$ cat src/rtl/eth_rx_framer.sv
// -----------------------------------------------------------------------------
// eth_rx_framer
//
// Ethernet receive framer. Samples one PHY symbol per m_clock edge, hunts for
// the preamble/SFD, assembles payload bytes (first symbol = low bits), checks
// length / receive errors / dribble, and buffers the frame in a show-ahead byte
// FIFO presented as a valid/ready stream with last/err flags.
//
// Optional feature: define ETH_RX_CRC_EN to check the FCS with a reflected
// CRC-32 (residue 0xDEBB20E3). Undefined, the FCS is passed through unchecked.
//
// Parameters:
//   PHY_W      symbol width: 2 (RMII), 4 (MII), 8 (GMII)
//   FIFO_DEPTH byte FIFO entries, power of 2, >= 4
//   MIN_LEN    minimum frame bytes after SFD (FCS included)
//   MAX_LEN    maximum frame bytes after SFD (FCS included)
//
// Ports:
//   m_clock    sole clock
//   p_reset    synchronous active-low reset
//   rx_dv      PHY data valid
//   rx_er      PHY receive error
//   rxd        PHY data symbol
//   out_valid  FIFO head valid
//   out_ready  consumer accepts head
//   out_data   head byte
//   out_last   head is last byte of its frame
//   out_err    frame bad (meaningful with out_last)
//   busy       framer is in PREAMBLE or DATA
//   frame_cnt  good frames written (wrapping)
//   drop_cnt   bad / empty frames (wrapping)
// -----------------------------------------------------------------------------
module eth_rx_framer #(
  parameter int PHY_W      = 4,
  parameter int FIFO_DEPTH = 16,
  parameter int MIN_LEN    = 64,
  parameter int MAX_LEN    = 1518
) (
  input  logic             m_clock,
  input  logic             p_reset,
  input  logic             rx_dv,
  input  logic             rx_er,
  input  logic [PHY_W-1:0] rxd,
  output logic             out_valid,
  input  logic             out_ready,
  output logic [7:0]       out_data,
  output logic             out_last,
  output logic             out_err,
  output logic             busy,
  output logic [15:0]      frame_cnt,
  output logic [15:0]      drop_cnt
);

  localparam int SYMS = 8 / PHY_W;
  localparam int SC_W = (SYMS > 1) ? $clog2(SYMS) : 1;
  localparam int AW   = $clog2(FIFO_DEPTH);
  localparam int CW   = AW + 1;
  localparam int BC_W = $clog2(MAX_LEN + 2);

  localparam logic [SC_W-1:0] SYM_LAST  = SC_W'(SYMS - 1);
  localparam logic [BC_W-1:0] MAX_CNT   = BC_W'(MAX_LEN);
  localparam logic [BC_W-1:0] MIN_CNT   = BC_W'(MIN_LEN);
  localparam logic [CW-1:0]   DEPTH_CNT = CW'(FIFO_DEPTH);
  localparam logic [CW-1:0]   ONE_LEFT  = CW'(FIFO_DEPTH - 1);

  typedef enum logic [1:0] {
    S_DISCARD  = 2'd0,
    S_IDLE     = 2'd1,
    S_PREAMBLE = 2'd2,
    S_DATA     = 2'd3
  } state_e;

  typedef struct packed {
    logic       err;
    logic       last;
    logic [7:0] data;
  } entry_t;

  state_e            state_q, state_d;
  logic [7:0]        sr_q, sr_d;
  logic [SC_W-1:0]   sym_cnt_q, sym_cnt_d;
  logic [BC_W-1:0]   byte_cnt_q, byte_cnt_d;
  logic [7:0]        stage_q, stage_d;
  logic              stage_vld_q, stage_vld_d;
  logic [15:0]       frame_cnt_q, frame_cnt_d;
  logic [15:0]       drop_cnt_q, drop_cnt_d;
  logic [AW-1:0]     wr_ptr_q, wr_ptr_d;
  logic [AW-1:0]     rd_ptr_q, rd_ptr_d;
  logic [CW-1:0]     count_q, count_d;
  entry_t            mem_q [FIFO_DEPTH];

  logic              do_push;
  entry_t            push_entry;
  logic              frame_end;
  logic              frame_bad;
  logic              pop;
  logic              crc_bad;
  entry_t            head;

  // ---------------------------------------------------------------------------
  // Optional FCS check: reflected CRC-32, one bit per received data bit.
  // ---------------------------------------------------------------------------
`ifdef ETH_RX_CRC_EN
  logic [31:0] crc_q, crc_d, crc_next;

  always_comb begin
    crc_next = crc_q;
    for (int i = 0; i < PHY_W; i++) begin
      if (crc_next[0] ^ rxd[i]) crc_next = (crc_next >> 1) ^ 32'hEDB8_8320;
      else                      crc_next = crc_next >> 1;
    end
  end

  assign crc_bad = (crc_q != 32'hDEBB_20E3);
`else
  assign crc_bad = 1'b0;
`endif

  // ---------------------------------------------------------------------------
  // FIFO read side (show-ahead). Outputs read as zero while empty.
  // ---------------------------------------------------------------------------
  assign out_valid = (count_q != '0);
  assign pop       = out_valid & out_ready;
  assign head      = mem_q[rd_ptr_q];
  assign out_data  = out_valid ? head.data : 8'h00;
  assign out_last  = out_valid & head.last;
  assign out_err   = out_valid & head.err;

  assign busy      = (state_q == S_PREAMBLE) || (state_q == S_DATA);
  assign frame_cnt = frame_cnt_q;
  assign drop_cnt  = drop_cnt_q;

  // ---------------------------------------------------------------------------
  // Next-state logic
  // ---------------------------------------------------------------------------
  // NOTE: every variable gets a default first so no path can infer a latch.
  always_comb begin
    state_d     = state_q;
    sr_d        = sr_q;
    sym_cnt_d   = sym_cnt_q;
    byte_cnt_d  = byte_cnt_q;
    stage_d     = stage_q;
    stage_vld_d = stage_vld_q;
    frame_cnt_d = frame_cnt_q;
    drop_cnt_d  = drop_cnt_q;
`ifdef ETH_RX_CRC_EN
    crc_d       = crc_q;
`endif
    do_push         = 1'b0;
    push_entry      = '0;
    push_entry.data = stage_q;
    frame_end       = 1'b0;
    frame_bad       = 1'b0;

    // New symbols enter at the top so the first symbol ends up in the low bits.
    if (rx_dv) sr_d = 8'({rxd, sr_q} >> PHY_W);

    unique case (state_q)
      S_DISCARD: begin
        if (!rx_dv) state_d = S_IDLE;
      end
      S_IDLE: begin
        if (rx_dv) state_d = S_PREAMBLE;
      end
      S_PREAMBLE: begin
        if (!rx_dv) begin
          state_d = S_IDLE;
        end else if (rx_er) begin
          state_d = S_DISCARD;
        end else if (sr_d == 8'hD5) begin
          state_d     = S_DATA;
          sym_cnt_d   = '0;
          byte_cnt_d  = '0;
          stage_vld_d = 1'b0;
`ifdef ETH_RX_CRC_EN
          crc_d       = '1;
`endif
        end
      end
      S_DATA: begin
        if (!rx_dv) begin
          // End of frame: flush the staged byte as the last entry.
          frame_end = 1'b1;
          state_d   = S_IDLE;
          frame_bad = (sym_cnt_q != '0) || (byte_cnt_q < MIN_CNT) || crc_bad;
          if (stage_vld_q) begin
            do_push         = 1'b1;
            push_entry.last = 1'b1;
            push_entry.err  = frame_bad;
          end else begin
            frame_bad = 1'b1;
          end
        end else if (rx_er) begin
          frame_end = 1'b1;
          frame_bad = 1'b1;
          state_d   = S_DISCARD;
          if (stage_vld_q) begin
            do_push         = 1'b1;
            push_entry.last = 1'b1;
            push_entry.err  = 1'b1;
          end
        end else begin
`ifdef ETH_RX_CRC_EN
          crc_d = crc_next;
`endif
          if (sym_cnt_q == SYM_LAST) begin
            sym_cnt_d = '0;
            if (byte_cnt_q == MAX_CNT) begin
              // Byte MAX_LEN+1 arrived: the staged byte closes the frame as bad.
              frame_end       = 1'b1;
              frame_bad       = 1'b1;
              state_d         = S_DISCARD;
              do_push         = stage_vld_q;
              push_entry.last = 1'b1;
              push_entry.err  = 1'b1;
            end else begin
              // The one-byte staging delay lets the final byte carry last=1.
              do_push     = stage_vld_q;
              stage_d     = sr_d;
              stage_vld_d = 1'b1;
              byte_cnt_d  = byte_cnt_q + BC_W'(1);
            end
          end else begin
            sym_cnt_d = sym_cnt_q + SC_W'(1);
          end
        end
      end
      default: state_d = S_DISCARD;
    endcase

    // Overflow guard on registered occupancy: the last free slot terminates
    // the frame as bad, and a full FIFO accepts nothing.
    if (do_push && (count_q == DEPTH_CNT)) begin
      do_push   = 1'b0;
      frame_end = 1'b1;
      frame_bad = 1'b1;
    end else if (do_push && (count_q == ONE_LEFT)) begin
      push_entry.last = 1'b1;
      push_entry.err  = 1'b1;
      frame_end       = 1'b1;
      frame_bad       = 1'b1;
    end

    if (frame_end) begin
      stage_vld_d = 1'b0;
      if (state_d == S_DATA) state_d = S_DISCARD;
      if (frame_bad) drop_cnt_d  = drop_cnt_q + 16'd1;
      else           frame_cnt_d = frame_cnt_q + 16'd1;
    end
  end

  assign wr_ptr_d = do_push ? wr_ptr_q + AW'(1) : wr_ptr_q;
  assign rd_ptr_d = pop     ? rd_ptr_q + AW'(1) : rd_ptr_q;
  assign count_d  = count_q + CW'(do_push) - CW'(pop);

  // ---------------------------------------------------------------------------
  // State registers
  // ---------------------------------------------------------------------------
  // NOTE: sequential state uses non-blocking assignments so all flops update
  // together from values sampled before the edge.
  always_ff @(posedge m_clock) begin
    if (!p_reset) begin
      state_q     <= S_DISCARD;
      sr_q        <= '0;
      sym_cnt_q   <= '0;
      byte_cnt_q  <= '0;
      stage_q     <= '0;
      stage_vld_q <= 1'b0;
      frame_cnt_q <= '0;
      drop_cnt_q  <= '0;
      wr_ptr_q    <= '0;
      rd_ptr_q    <= '0;
      count_q     <= '0;
`ifdef ETH_RX_CRC_EN
      crc_q       <= '1;
`endif
    end else begin
      state_q     <= state_d;
      sr_q        <= sr_d;
      sym_cnt_q   <= sym_cnt_d;
      byte_cnt_q  <= byte_cnt_d;
      stage_q     <= stage_d;
      stage_vld_q <= stage_vld_d;
      frame_cnt_q <= frame_cnt_d;
      drop_cnt_q  <= drop_cnt_d;
      wr_ptr_q    <= wr_ptr_d;
      rd_ptr_q    <= rd_ptr_d;
      count_q     <= count_d;
`ifdef ETH_RX_CRC_EN
      crc_q       <= crc_d;
`endif
    end
  end

  // NOTE: FIFO storage is deliberately not reset; the head is only visible
  // through out_valid, which derives from the reset occupancy count.
  always_ff @(posedge m_clock) begin
    if (p_reset && do_push) mem_q[wr_ptr_q] <= push_entry;
  end

endmodule

$ cat config.mk
export PLATFORM = sky130hd
export DESIGN_NAME = eth_rx_framer
export DESIGN_NICKNAME = d
export VERILOG_FILES = /design/src/rtl/eth_rx_framer.sv
export SDC_FILE = /design/constraint.sdc
export NUM_CORES = 1
export LEC_CHECK = 0
export BUFFER_PORTS_ARGS = -buffer_cell sky130_fd_sc_hd__clkbuf_2
export CORE_MARGIN = 10
export CORE_UTILIZATION = 60
export CTS_BUF_LIST = sky130_fd_sc_hd__clkbuf_16
export DETAILED_ROUTE_END_ITERATION = 6
export GPL_ROUTABILITY_DRIVEN = 0
export PLACE_DENSITY = 0.78
export SLEW_MARGIN = 40
export SYNTH_ARGS = -nofsm -noshare
export SYNTH_HDL_FRONTEND = slang
export SYNTH_SLANG_ARGS = --single-unit
export TNS_END_PERCENT = 50
$ cat constraint.sdc
create_clock -name m_clock -period 3.8 [get_ports m_clock]
set_clock_uncertainty 0.15 [all_clocks]
set_input_delay 0.57 -clock m_clock [delete_from_list [all_inputs] [get_ports m_clock]]
set_output_delay 0.57 -clock m_clock [all_outputs]
set_load 0.01 [all_outputs]
==> impl_metrics.json <==
{
  "final.period_utilization_pct": 90.3,
  "worstSetupEndpointType": "register",
  "h-tree-depth": 1,
  "cts_sinks": 240,
  "grt_pass1_vias": 6355,
  "netlist_area_mm2": 0.0101,
  "setup_slack_ns": 0.367,
  "path_clk_slew_ns": 0.07,
  "hold_viol": 0,
  "rsz0062_at_grt": "false",
  "clockBufferDepth": 3,
  "via_per_inst": 6.33,
  "max_stage_delay_ns": 0.42,
  "synth_seq_cells": 240,
  "power.internal_mw": 4.43,
  "combinationalPowerShare_pct": 11.3,
  "peakVddDrop_mv": 0.326,
  "drive_above_1_share_pct": 23.7,
  "io_pins": 53,
  "track_usage_pct": 20.5,
  "drc_errors": 0,
  "slew_headroom_pct": 49.3,
  "syn_inst": 705,
  "setup_tns_ns": 0,
  "crit_arrival_ns": 3.73,
  "placementRows": 47,
  "synthArstFlopShare_pct": 0,
  "ys.flop_type": "edfxtp_1",
  "outcome": "finished, final reports clean",
  "reg2reg_depth": 13,
  "totalWireLength_mm": 22.9,
  "nets": 797,
  "power.share.switching_pct": 24.2,
  "p_per_area_mw_per_mm2": 510,
  "path_max_fanout": 8,
  "antenna_cells": 0,
  "num_vias": 6387,
  "post_cts_resized": 0,
  "fp.dieH_um": 150,
  "antenna_left": 0,
  "io_buffers": 52,
  "power_mw": 5.85,
  "crit_type": "register to register",
  "clkPwrFrac_pct": 40.1,
  "power.switching_mw": 1.41,
  "post-place-ws_ns": 0.400,
  "grt_max_degree": 41,
  "tightest_slew_ns": 0.758,
  "routedWlPerCell_um": 22.7,
  "antenna_found_initial": 0,
  "slew_viol_final": 0,
  "cp.required_ns": 4.10,
  "ctsHoldBuffers": 0,
  "p_leak_nw": 4.17,
  "post_cts_buffers": 0,
  "initial_core_util_pct": 61.1,
  "period_minus_slack_ns": 3.43,
  "syn_nets": 731,
  "fmaxAchievable_mhz": 291,
  "cts_buffers": 24,
  "die_width_um": 150,
  "grt_overflow": 0,
  "syn_area_per_cell_um2": 14.3,
  "tritoncts": "yes",
  "ys_warn_count": 0,
  "cts_root_buf": "clkbuf_16",
  "crit_path_cell_trace": "inv_1 -> ha_1 -> nand4bb_1 -> nor3b_2 -> inv_1 -> ha_1 -> inv_1 -> ha_1 -> fa_1 -> a21oi_1 -> nor2_1 -> or3_1 -> a21oi_1",
  "core_area_mm2": 0.0165,
  "area_delta_synth_final_pct": 13.7,
  "die-area_mm2": 0.0224,
  "maxCapViolCount": 0,
  "ys_types": 61,
  "crit_slowest_cell": "nor3b_2",
  "hold_depth": 3,
  "synth-edff-count": 160,
  "ys_seq_area_share_pct": 63.5,
  "hold_path_class": "input port to register",
  "dp_hpwl_mm": 14.6,
  "clkLatencyLatePin_ns": 0.52,
  "finalSetupViolCount": 0,
  "grt_pass1_wl_mm": 35.8,
  "dr.pass1.iters": 5,
  "cp-start-kind": "register",
  "drt_iter0_drc": 726,
  "power_frac_seq_pct": 48.6,
  "n_fill_cell": 1056
}
synthesized netlist by cell type, types with 2 or more instances:
library cell / instances / area [um2]
a21o_1: 3 / 22.5
a21oi_1: 36 / 180
o311a_1: 2 / 20.0
o31ai_1: 17 / 128
a41o_1: 2 / 20.0
buf_2: 6 / 30.0
nor3_1: 6 / 30.0
dfxtp_1: 80 / 1600
nand2_1: 40 / 150
and2_1: 17 / 106
inv_1: 20 / 75.1
nand3_1: 30 / 150
edfxtp_1: 160 / 4800
o22ai_1: 3 / 18.8
o21ai_0: 25 / 125
and4_1: 2 / 17.5
nor4_1: 4 / 25.0
nor2b_1: 4 / 25.0
xnor2_1: 5 / 43.8
nor3b_2: 2 / 25.0
nand4_1: 9 / 56.3
and3_1: 6 / 37.5
o221a_2: 6 / 67.6
xor2_1: 5 / 43.8
clkbuf_1: 23 / 86.3
or4_4: 2 / 22.5
ha_1: 16 / 200
or4bb_1: 2 / 22.5
nor4b_1: 2 / 17.5
buf_1: 4 / 15.0
mux4_2: 50 / 1130
o21a_1: 4 / 30.0
mux2i_1: 12 / 120
or3_1: 18 / 113
nor2_1: 44 / 165
nand2b_1: 4 / 25.0
or4_1: 10 / 75.1
power groups by stage:
stage / Combinational (mW) / Sequential [mW] / Clock, mW
after global routing: 0.733 / 2.85 / 2.46
final: 0.662 / 2.84 / 2.34
after detailed placement: 0.665 / 2.90 / 0
after floorplan: 0.524 / 2.88 / 0
after global placement: 0.647 / 2.89 / 0
after CTS: 0.670 / 2.84 / 2.36
registers in the layout, indices dropped and copies added, names as in the netlist, named ones only:
name	flops
frame_cnt	16
stage_q	8
wr_ptr_q	4
sr_q	8
rd_ptr_q	4
stage_vld_q	1
drop_cnt	16
count_q	5
sym_cnt_q	1
state_q	2
mem_q	160
byte_cnt_q	11
cells in the final DEF, fill, tap and decap left out, types with 24 or more instances in the layout:
cell type,count
edfxtp_1,160
dfxtp_1,78
clkbuf_2,52
mux4_2,50
nor2_1,44
nand2_1,40
a21oi_1,36
nand3_1,30
o21ai_0,25
clkbuf_16,25
inv_1,24
metal layers:
layer,vias up,track usage [%],wire length [um]
met3,53,3.86,1630
met1,3162,25.1,8710
met4,0,5.15,556
li1,2886,-,-
met5,-,0,0
met2,286,36.5,12000
logic make-up (layout without fill, tap and decap cells):
group	Yosys count	in the layout	share of synthesized area, %
AOI/OAI and AO/OA	112	112	7.65
xor gates and xnor gates	10	10	0.868
adders and majority gates	17	17	2.18
buffers and inverters	56	140	2.31
DFF	240	240	63.5
muxes	62	62	12.3
and+or+nand+nor	208	208	11.2
path summary, 6_finish.rpt:
kind | from | slack, ns | end
setup reg to reg | count_q[2]$_SDFF_PN0_ | 0.37 | count_q[4]$_SDFF_PN0_
hold reg to reg | frame_cnt[15]$_SDFFE_PN0P_ | 0.33 | frame_cnt[15]$_SDFFE_PN0P_
setup / recovery | count_q[2]$_SDFF_PN0_ | 0.37 | count_q[4]$_SDFF_PN0_
hold / removal | rxd[0] | 0.18 | sr_q[4]$_SDFF_PN0_
critical path: cells and delay by family, from the launching register on:
family	cells	cell delay, ns
DFF	1	0.37
buffers and inverters	3	0.36
AOI/OAI and AO/OA	2	0.29
adders and majority gates	4	1.16
and+or+nand+nor	4	1.03
metrics by stage:
step	std cells	area, um2	utilization [%]	hold WS [ns]
2_1_floorplan	705	10100	-	0.322
3_3_place_gp	965	10700	64.6	0.305
3_5_place_dp	965	10700	64.7	0.309
4_1_cts	1009	11500	69.4	0.176
5_1_grt	1009	11500	69.4	0.205
6_report	1009	11500	69.4	0.182
final cells by class:
cell class	instances	area (um2)	area share [%]
flip-flops and latches	240	6410	55.8
multi-input cells	409	3470	30.3
clock buffers	25	626	5.45
repair buffers	76	453	3.95
well taps	220	275	2.40
clock inverters	19	164	1.43
inverters	20	75.1	0.654
No activity file was read; power rests on OpenSTA's default activity.
